==> config.mk <==
export PLATFORM = sky130hd
export DESIGN_NAME = filter_channel_scheduler
export DESIGN_NICKNAME = d
export VERILOG_FILES = /design/src/rtl/filter_sched_pkg.sv /design/src/rtl/filter_channel_scheduler_rr_arbiter.sv /design/src/rtl/filter_channel_scheduler.sv
export SDC_FILE = /design/constraint.sdc
export NUM_CORES = 1
export LEC_CHECK = 0
export ABC_AREA = 1
export ABC_CLOCK_PERIOD_IN_PS = 5500
export CELL_PAD_IN_SITES_DETAIL_PLACEMENT = 0
export CELL_PAD_IN_SITES_GLOBAL_PLACEMENT = 1
export CORE_MARGIN = 1.5
export CORE_UTILIZATION = 43
export CTS_BUF_LIST = sky130_fd_sc_hd__clkbuf_4 sky130_fd_sc_hd__clkbuf_8
export DETAILED_ROUTE_END_ITERATION = 10
export PLACE_DENSITY_LB_ADDON = 0.08
export SYNTH_ARGS = -nofsm -noshare
export SYNTH_HDL_FRONTEND = slang
export SYNTH_SLANG_ARGS = --single-unit
==> constraint.sdc <==
create_clock -name clk -period 5.5 [get_ports clk]
set_input_delay 1.1 -clock clk [delete_from_list [all_inputs] [get_ports clk]]
set_output_delay 1.1 -clock clk [all_outputs]
set_load 0.05 [all_outputs]
==> src/rtl/filter_sched_pkg.sv <==
// Shared types and constants for the multi-channel FIR scheduler.
// State encoding, default sizing and power-on coefficient values.
package filter_sched_pkg;

  typedef enum logic [1:0] {
    IDLE = 2'd0,
    MAC  = 2'd1,
    DONE = 2'd2
  } state_t;

  localparam int DEF_NUM_CH   = 4;
  localparam int DEF_NUM_TAPS = 4;
  localparam int DEF_DATA_W   = 8;

  localparam int RST_COEF_TAP0 = 1;
  localparam int RST_COEF_TAPN = 0;

  // Reset leaves every channel as a pass-through filter.
  function automatic int rst_coef(input int tap);
    return (tap == 0) ? RST_COEF_TAP0
                      : RST_COEF_TAPN;
  endfunction

endpackage

==> src/rtl/filter_channel_scheduler_rr_arbiter.sv <==
// Round-robin arbiter: first request after ptr wins.
// Grant is one-hot, or all zero when nothing requests.
module rr_arbiter #(
  parameter int N = 4
) (
  input  logic [N-1:0]         req,
  input  logic [$clog2(N)-1:0] ptr,
  output logic [N-1:0]         gnt
);

  localparam int W = $clog2(N);

  logic [W-1:0] idx;
  logic         found;

  always_comb begin
    gnt   = '0;
    idx   = '0;
    found = 1'b0;
    for (int i = 1; i <= N; i++) begin
      idx = W'((int'(ptr) + i) % N);
      if (!found && req[idx]) begin
        gnt[idx] = 1'b1;
        found    = 1'b1;
      end
    end
  end

endmodule

==> src/rtl/filter_channel_scheduler.sv <==
// Time-shared FIR: one MAC serves NUM_CH sample streams,
// each with its own history and coefficient bank.
module filter_channel_scheduler
  import filter_sched_pkg::*;
#(
  parameter int NUM_CH   = DEF_NUM_CH,
  parameter int NUM_TAPS = DEF_NUM_TAPS,
  parameter int DATA_W   = DEF_DATA_W,
  parameter int ACC_W    = 2*DATA_W
                         + $clog2(NUM_TAPS)
) (
  input  logic                         clk,
  input  logic                         rst_n,
  input  logic [NUM_CH-1:0]            in_valid,
  input  logic [NUM_CH*DATA_W-1:0]     in_data,
  output logic [NUM_CH-1:0]            in_ready,
  input  logic                         cfg_we,
  input  logic [$clog2(NUM_CH)-1:0]    cfg_ch,
  input  logic [$clog2(NUM_TAPS)-1:0]  cfg_tap,
  input  logic [DATA_W-1:0]            cfg_coef,
  output logic                         cfg_ready,
  input  logic                         flush,
  output logic                         out_valid,
  input  logic                         out_ready,
  output logic [ACC_W-1:0]             out_data,
  output logic [$clog2(NUM_CH)-1:0]    out_ch
);

  localparam int CW = $clog2(NUM_CH);
  localparam int TW = $clog2(NUM_TAPS);
  localparam int PW = 2*DATA_W;
  localparam int EW = ACC_W - PW;

  typedef logic signed [DATA_W-1:0] smp_t;

  state_t                   state;
  logic [CW-1:0]            ptr;
  logic [CW-1:0]            cur_ch;
  logic [TW-1:0]            tap;
  logic signed [ACC_W-1:0]  acc;

  smp_t hist [NUM_CH][NUM_TAPS];
  smp_t coef [NUM_CH][NUM_TAPS];

  logic [NUM_CH-1:0]        gnt;
  logic [CW-1:0]            gnt_idx;
  logic                     idle;
  logic                     take;
  logic                     cfg_take;
  logic signed [PW-1:0]     prod;
  logic signed [ACC_W-1:0]  prod_ext;

  rr_arbiter #(
    .N (NUM_CH)
  ) u_arb (
    .req (in_valid),
    .ptr (ptr),
    .gnt (gnt)
  );

  // Handshakes are masked while reset is held, even though
  // the state register already reads IDLE.
  assign idle      = rst_n && (state == IDLE);
  assign in_ready  = (idle && !flush) ? gnt : '0;
  assign take      = |(in_ready & in_valid);
  assign cfg_ready = idle;
  assign cfg_take  = cfg_we && cfg_ready;

  always_comb begin
    gnt_idx = '0;
    for (int c = 0; c < NUM_CH; c++) begin
      if (gnt[c]) gnt_idx = CW'(c);
    end
  end

  assign prod     = hist[cur_ch][tap]
                  * coef[cur_ch][tap];
  assign prod_ext = {{EW{prod[PW-1]}}, prod};

  always_ff @(posedge clk or negedge rst_n) begin
    if (!rst_n) begin
      for (int c = 0; c < NUM_CH; c++) begin
        for (int t = 0; t < NUM_TAPS; t++) begin
          hist[c][t] <= '0;
          coef[c][t] <= DATA_W'(rst_coef(t));
        end
      end
    end else begin
      if (cfg_take) begin
        coef[cfg_ch][cfg_tap] <= cfg_coef;
      end
      if (idle && flush) begin
        for (int c = 0; c < NUM_CH; c++) begin
          for (int t = 0; t < NUM_TAPS; t++) begin
            hist[c][t] <= '0;
          end
        end
      end else if (take) begin
        hist[gnt_idx][0] <=
          in_data[gnt_idx*DATA_W +: DATA_W];
        for (int t = 1; t < NUM_TAPS; t++) begin
          hist[gnt_idx][t] <= hist[gnt_idx][t-1];
        end
      end
    end
  end

  always_ff @(posedge clk or negedge rst_n) begin
    if (!rst_n) begin
      state     <= IDLE;
      ptr       <= CW'(NUM_CH-1);
      cur_ch    <= '0;
      tap       <= '0;
      acc       <= '0;
      out_valid <= 1'b0;
      out_data  <= '0;
      out_ch    <= '0;
    end else begin
      unique case (state)
        IDLE: begin
          if (take) begin
            cur_ch <= gnt_idx;
            tap    <= '0;
            acc    <= '0;
            state  <= MAC;
          end
        end
        MAC: begin
          acc <= acc + prod_ext;
          tap <= tap + 1'b1;
          if (tap == TW'(NUM_TAPS-1)) begin
            state <= DONE;
          end
        end
        DONE: begin
          // First DONE cycle registers the result,
          // then it is held until taken.
          if (!out_valid) begin
            out_valid <= 1'b1;
            out_data  <= acc;
            out_ch    <= cur_ch;
          end else if (out_ready) begin
            out_valid <= 1'b0;
            ptr       <= cur_ch;
            state     <= IDLE;
          end
        end
        default: state <= IDLE;
      endcase
    end
  end

endmodule

# After elaboration in Yosys (flattened, before gate mapping)
# Cells that the tools add are included.
totals:
  reg_bits: 303
  inputBits: 53
  output_inout_bits: 26
  elab_cells: 180
classes:
  addsub: 6
  multipliers: 1
  magnitude_cmp: 16
  eq_ne: 7
  n_shift: 1
  mux: 72
  n_bitwise: 10
  n_reduce_logical: 27
op_table:
  columns: ["operator", "count"]
  rows:
  - ["$bwmux 128", 5]
  - ["$demux 32 s2", 5]
  - ["$mux 128", 2]
  - ["$mux 32", 8]
  - ["$bmux 32 s2", 3]
  - ["$mux 8", 6]
  - ["$pmux 18 s2", 1]
  - ["$bmux 8 s2", 2]
  - ["$shiftx 32x6->8", 1]
  - ["$mux 24", 1]
  - ["$mux 4", 5]
  - ["$add 18x16->18", 1]
  - ["$mux 18", 1]
  - ["$demux 8 s2", 1]
  - ["$mul 8x8->16", 1]
  - ["$mux 16", 1]
  - ["$ge 3x3->1 const B", 5]
  - ["$not 2->3", 5]
  - ["$logic_and 1x1->1", 14]
  - ["$mux 1", 14]
  - ["$mux 2", 7]
  - ["$lt 2x3->1 const B", 4]
  - ["$or 4x4->4", 3]
  - ["$lt 3x1->1 const B", 3]
  - ["other kinds (19)", 41]

# Logic depth before layout (Yosys ltp)
depth:
  depth_word: 27
  mapped_depth: 33
  depth_no_buf: 31

# Modules after synthesis
# Synthesis repeated with hierarchy kept, for this count alone.
unflattened:
  cells_unflattened: 2459
  hier_area_um2: 19048.3
modules_own_cells:
  columns: ["mod", "instances", "cells_each", "area_each_um2", "seq_area_each_um2"]
  rows:
  - ["filter_channel_scheduler", 1, 2384, 18626.6, 7589.8]
  - ["rr_arbiter", 1, 75, 421.7, 0.0]

# Worst setup path after synthesis
# OpenSTA, ideal clock, no wires.
synth_path:
  path_type: "register -> register"
  start: "register cur_ch[0]"
  end: "register acc[14]"
  setup_time_ns: 0.117
  arrival_ns: 5.533
  t_required_ns: 5.383
  setup_slack_ns: -0.149
  stages_incl_launch_ff: 29
  path_buffers: 3
  synth_period_minus_slack_ns: 5.649
  path_cell_list: "dfrtp_1 > clkbuf_1 > clkbuf_1 > buf_1 > a21oi_1 > o221ai_1 > nand2_1 > nand2_1 > inv_1 > fa_1 > inv_1 > fa_1 > inv_1 > fa_1 > fa_1 > fa_1 > ha_1 > a21oi_1 > nand2_1 > nand2_1 > nand2_1 > a21oi_1 > o21ai_0 > inv_1 > nor2_1 > nor2_1 > nand2_1 > nand3_1 > nand2_1"
synth_between:
  elab_chain_len: 10
  elab_cells_between_ends: 16
  classes_between: "add/sub (1); mul (1); mux (13); bitwise (1)"
synth_lines:
  columns: ["element", "line_no", "rtl"]
  rows:
  - ["start: declaration", "filter_channel_scheduler.sv:38", "logic [CW-1:0] cur_ch;"]
  - ["start signal: assignment", "filter_channel_scheduler.sv:122", "cur_ch <= gnt_idx;"]
  - ["$not 2->3 (not written as such) *", "filter_channel_scheduler.sv:76, filter_channel_scheduler.sv:77", null]
  - ["$bmux 32 s2 (on tied branches)", "filter_channel_scheduler.sv:76, filter_channel_scheduler.sv:77", null]
  - ["$mux 32 (on tied branches) (2 in a row)", "filter_channel_scheduler.sv:76, filter_channel_scheduler.sv:77", null]
  - ["$bmux 8 s2 (on tied branches)", "filter_channel_scheduler.sv:76, filter_channel_scheduler.sv:77", null]
  - ["$mux 8 (on tied branches) (2 in a row)", "filter_channel_scheduler.sv:76, filter_channel_scheduler.sv:77", null]
  - ["$mul 8x8->16 *", "filter_channel_scheduler.sv:77", "* coef[cur_ch][tap];"]
  - ["$add 18x16->18 *", "filter_channel_scheduler.sv:129", "acc <= acc + prod_ext;"]
  - ["$pmux 18 s2 *", "filter_channel_scheduler.sv:119", "unique case (state)"]
  - ["end signal: assignment", "filter_channel_scheduler.sv:129", null]
  - ["end: declaration", "filter_channel_scheduler.sv:40", "logic signed [ACC_W-1:0] acc;"]
# Every way passes the cells marked *; elsewhere a longest branch is shown, timed or not. The select of a mux whose other input is x is not followed.
# A chain may end at the register's enable or synchronous reset.

# Final worst setup path
layout_path:
  start: "register cur_ch[0]"
  end: "register acc[17]"
# Same word-level chain as after synthesis.

==> results.txt <==
The worst min-delay path category is in -> async. Measured in cells, the most critical reg-to-reg path has a length of 28. The met2 track utilization from global routing was 46.08%.

The minimum period implied by the final worst setup slack works out to 5.653 ns. Leaving out fill and tap cells, the most frequent cell in the layout is sky130_fd_sc_hd__nand2_1. Across the routed clock network, the largest skew measured is 0.02829 ns. The final standard cell area without fillers is 0.02321 mm^2. During placement, the flow inserted port buffers numbering 78. The residual overflow from global routing is 0.

On the final layout, the worst hold slack is 0.3061 ns. The H-tree was split into 2 levels. CTS saw 303 sinks. The worst pin sits at a relative slew slack of 9.078%.

Dividing the synthesized area by the synthesized cell count gives 7.797 um^2. The floorplan step defined a core boundary enclosing 0.04223 mm^2. In this run the cell area of the synthesized design comes to 0.01856 mm^2. Setup repair after global routing could not meet its margin everywhere. The final reports fail on setup timing. The tools report the die footprint as 0.04441 mm^2. Sequential cells were found to cover 40.90% of the synthesized design area. Adding up every negative setup slack in the final design gives -0.9097 ns. The post-route netlist has 17.22% of its cells at a drive strength greater than 1. Before antenna repair, the detailed router went through 5 iterations. The final hold violation count was 0.

The effective utilization at floorplan is 43.95%, and the global router's overall resource usage is 27.09%. The tools report the worst reg2reg path endpoint as acc[17]$_DFFE_PN0P_. At the later pin of the worst-skew pair, clock insertion delay measures 0.66 ns. In this run the remaining antenna-violating nets after routing total 0.

The number of different library cells used by synthesis comes to 37. The tools report the remaining design rule violation count as 0. The via count normalized by instance count came out at 5.335. Setup violations remaining at the end of the flow were counted as 10. The maximum clock insertion buffer count was 3.

The start of the worst register-to-register path was cur_ch[0]$_DFFE_PN0P_. Final critical-path share of the clock period: 102.8%. The flip-flop cell with the highest count after synthesis is sky130_fd_sc_hd__dfrtp_1. The first global-routing pass estimated 93.56 mm of wire.

The run finished, with violations left. Once detailed placement completed, the half-perimeter wirelength came to 37.45 mm. The number of enable flip-flop cells after synthesis was 0. The layer flagged by global routing as most heavily used is met2.

The share of synthesized registers carrying an async set or reset is 100.0%, and the global-route track usage on met1 is 35.59%. After clock tree synthesis, the clock-pin slew on the worst setup and hold paths is 0.06 ns. On the critical path, the stage with the largest delay is an instance of sky130_fd_sc_hd__fa_1.

The area added between synthesis and finish was 25.07%. The worst setup path is of the reg -> reg kind. The tools report the number of placement rows as 75. After the first detailed-routing iteration, the DRC count stood at 1136.

STA classifies the critical path endpoint as a flop. The final route contains 16752 vias. The total clock buffers created by CTS was 55.

The via count of the first global-routing pass was 16694; the number of slew-limit violations in the final report was 0. In this run the vertical extent of the chip is 210.7 um. The count of filler cells inserted in the layout was 4009; the required time reported for the critical path endpoint was 6.03 ns. Dividing the detail-routed wire length by the instance count gives 18.67 um.

Number of diodes: 0. In this run the cell area measured after placement is 0.02085 mm^2. The worst setup path is launched from a flop. The number of antenna violations at the first check in global routing was 0; the horizontal die dimension was 210.7 um.

Clock tree synthesis selected as its root buffer the cell sky130_fd_sc_hd__clkbuf_8. The number of nets in the finished design is 2740, and the worst path arrival time is 6.18 ns. Setup slack after layout: -0.1526 ns. Counting flops and latches in the post-synthesis netlist gives 303. Routability-driven placement finished with a final weighted congestion of 0.8638. TritonCTS built the clock tree. Setup slack on the worst reg-to-reg path comes out at -0.15 ns. Static timing analysis puts the maximum clock frequency at 176.9 MHz. The top cell types in the final layout, fill and taps aside, are 555 x sky130_fd_sc_hd__nand2_1, 295 x sky130_fd_sc_hd__dfrtp_1, 271 x sky130_fd_sc_hd__inv_1.

79 I/O pins were placed. The critical path's largest stage delay was 0.57 ns; the warning count from the yosys run was 0. The post-synth net total was 2563; the transition at the pin with the smallest max-transition slack was 1.359 ns. The cell repeated most along the worst path is sky130_fd_sc_hd__fa_1. The logs give 0 for the hold buffer count at cts and 0 for the max-capacitance violation count.

Entering global routing, the biggest net connects 177 pins. For met3 alone, demand over resource in global routing was 3.985%. Summed over all layers, the routed wires come to 58.62 mm.

The cell count after synthesis came out at 2380. In this run the worst path has a maximum fanout of 10. The tools report the fraction of the core area covered by cells at the end of the flow as 54.97%.
## cell type report
type / instances / area, um^2 / area share [%]
clock buffers: 90 / 1101 / 4.744
clock inverters: 11 / 118.9 / 0.5121
inverters: 289 / 1109 / 4.776
multi-input cells: 1646 / 9990 / 43.04
flip-flops and latches: 303 / 7595 / 32.72
well taps: 539 / 674.4 / 2.906
repair buffers: 262 / 2624 / 11.30
## registers in the layout (all words and copies together), names as in the netlist
name,count
coef,128
hist,128
acc,18
out_data,18
cur_ch,2
out_ch,2
ptr,2
state,2
tap,2
out_valid,1
## repair_timing
| item | CTS | global route |
|---|---|---|
| gates resized for setup | 123 | 79 |
| pin swaps | 49 | 55 |
| endpoints found under the hold margin | 0 | 0 |
| setup endpoints to repair | 9 | 11 |
| gates cloned | 7 | 0 |
| buffers inserted | 16 | 12 |
## stage by stage
stage                     cells  worst slack [ns]
after CTS                  3129           -0.1645
after global placement     3005           -0.3190
after detailed placement   3005           -0.3570
final                      3140           -0.1526
after floorplan            2380          0.001409
after global routing       3140           -0.4357
## Yosys cell counts (6+ instances only)
cell / count / area, um^2
sky130_fd_sc_hd__dfrtp_1: 297 / 7432
sky130_fd_sc_hd__xnor2_1: 6 / 52.55
sky130_fd_sc_hd__o21ai_0: 276 / 1381
sky130_fd_sc_hd__ha_1: 50 / 625.6
sky130_fd_sc_hd__clkbuf_1: 102 / 382.9
sky130_fd_sc_hd__fa_1: 80 / 1602
sky130_fd_sc_hd__a21oi_1: 156 / 780.8
sky130_fd_sc_hd__nand2_1: 582 / 2185
sky130_fd_sc_hd__dfstp_2: 6 / 157.7
sky130_fd_sc_hd__buf_2: 25 / 125.1
sky130_fd_sc_hd__nand2_2: 6 / 37.54
sky130_fd_sc_hd__inv_1: 283 / 1062
sky130_fd_sc_hd__o22ai_1: 42 / 262.8
sky130_fd_sc_hd__o221ai_1: 20 / 175.2
sky130_fd_sc_hd__nand3b_1: 40 / 300.3
sky130_fd_sc_hd__o211ai_1: 12 / 90.09
sky130_fd_sc_hd__buf_1: 15 / 56.30
sky130_fd_sc_hd__nor2_1: 129 / 484.2
sky130_fd_sc_hd__nor4_1: 8 / 50.05
sky130_fd_sc_hd__nand3_1: 201 / 1006
## cells by family (layout without fill, tap and decap cells)
| kind of cell | after synthesis | count (layout) | share of synthesized area (%) |
|---|---|---|---|
| flops | 303 | 303 | 40.90 |
| fa+ha+maj | 130 | 130 | 12.00 |
| compound gates | 520 | 520 | 15.00 |
| xor+xnor | 8 | 8 | 0.3776 |
| buf+inv | 431 | 652 | 8.886 |
| simple gates | 985 | 985 | 22.65 |
| mux | 3 | 3 | 0.1820 |
## worst max-delay path, delay by kind of cell, from the launching register on
family | cells | cell delay [ns]
simple gates | 5 | 0.44
buf+inv | 10 | 1.24
flops | 1 | 0.46
fa+ha+maj | 6 | 2.51
compound gates | 7 | 0.87
## worst max-delay path by stage
stage          depth (start not counted)             endpoint                   from
2_1_floorplan                         22  acc[15]$_DFFE_PN0P_  cur_ch[1]$_DFFE_PN0P_
3_3_place_gp                          25  acc[15]$_DFFE_PN0P_  cur_ch[0]$_DFFE_PN0P_
3_5_place_dp                          28  acc[17]$_DFFE_PN0P_  cur_ch[0]$_DFFE_PN0P_
5_1_grt                               28  acc[14]$_DFFE_PN0P_  cur_ch[0]$_DFFE_PN0P_
4_1_cts                               31  acc[14]$_DFFE_PN0P_  cur_ch[0]$_DFFE_PN0P_
6_report                              28  acc[17]$_DFFE_PN0P_  cur_ch[0]$_DFFE_PN0P_
## layer usage
layer / wire length [um] / vias up / part of all wire, %
li1: - / 8112 / -
met3: 3043 / 108 / 5.2
met5: 0 / - / 0
met4: 1612 / 0 / 2.7
met1: 25610 / 8089 / 44
met2: 28350 / 443 / 48
Power is not shown: default switching activity piles up to over one toggle a cycle in this logic, so the estimate is an artifact.
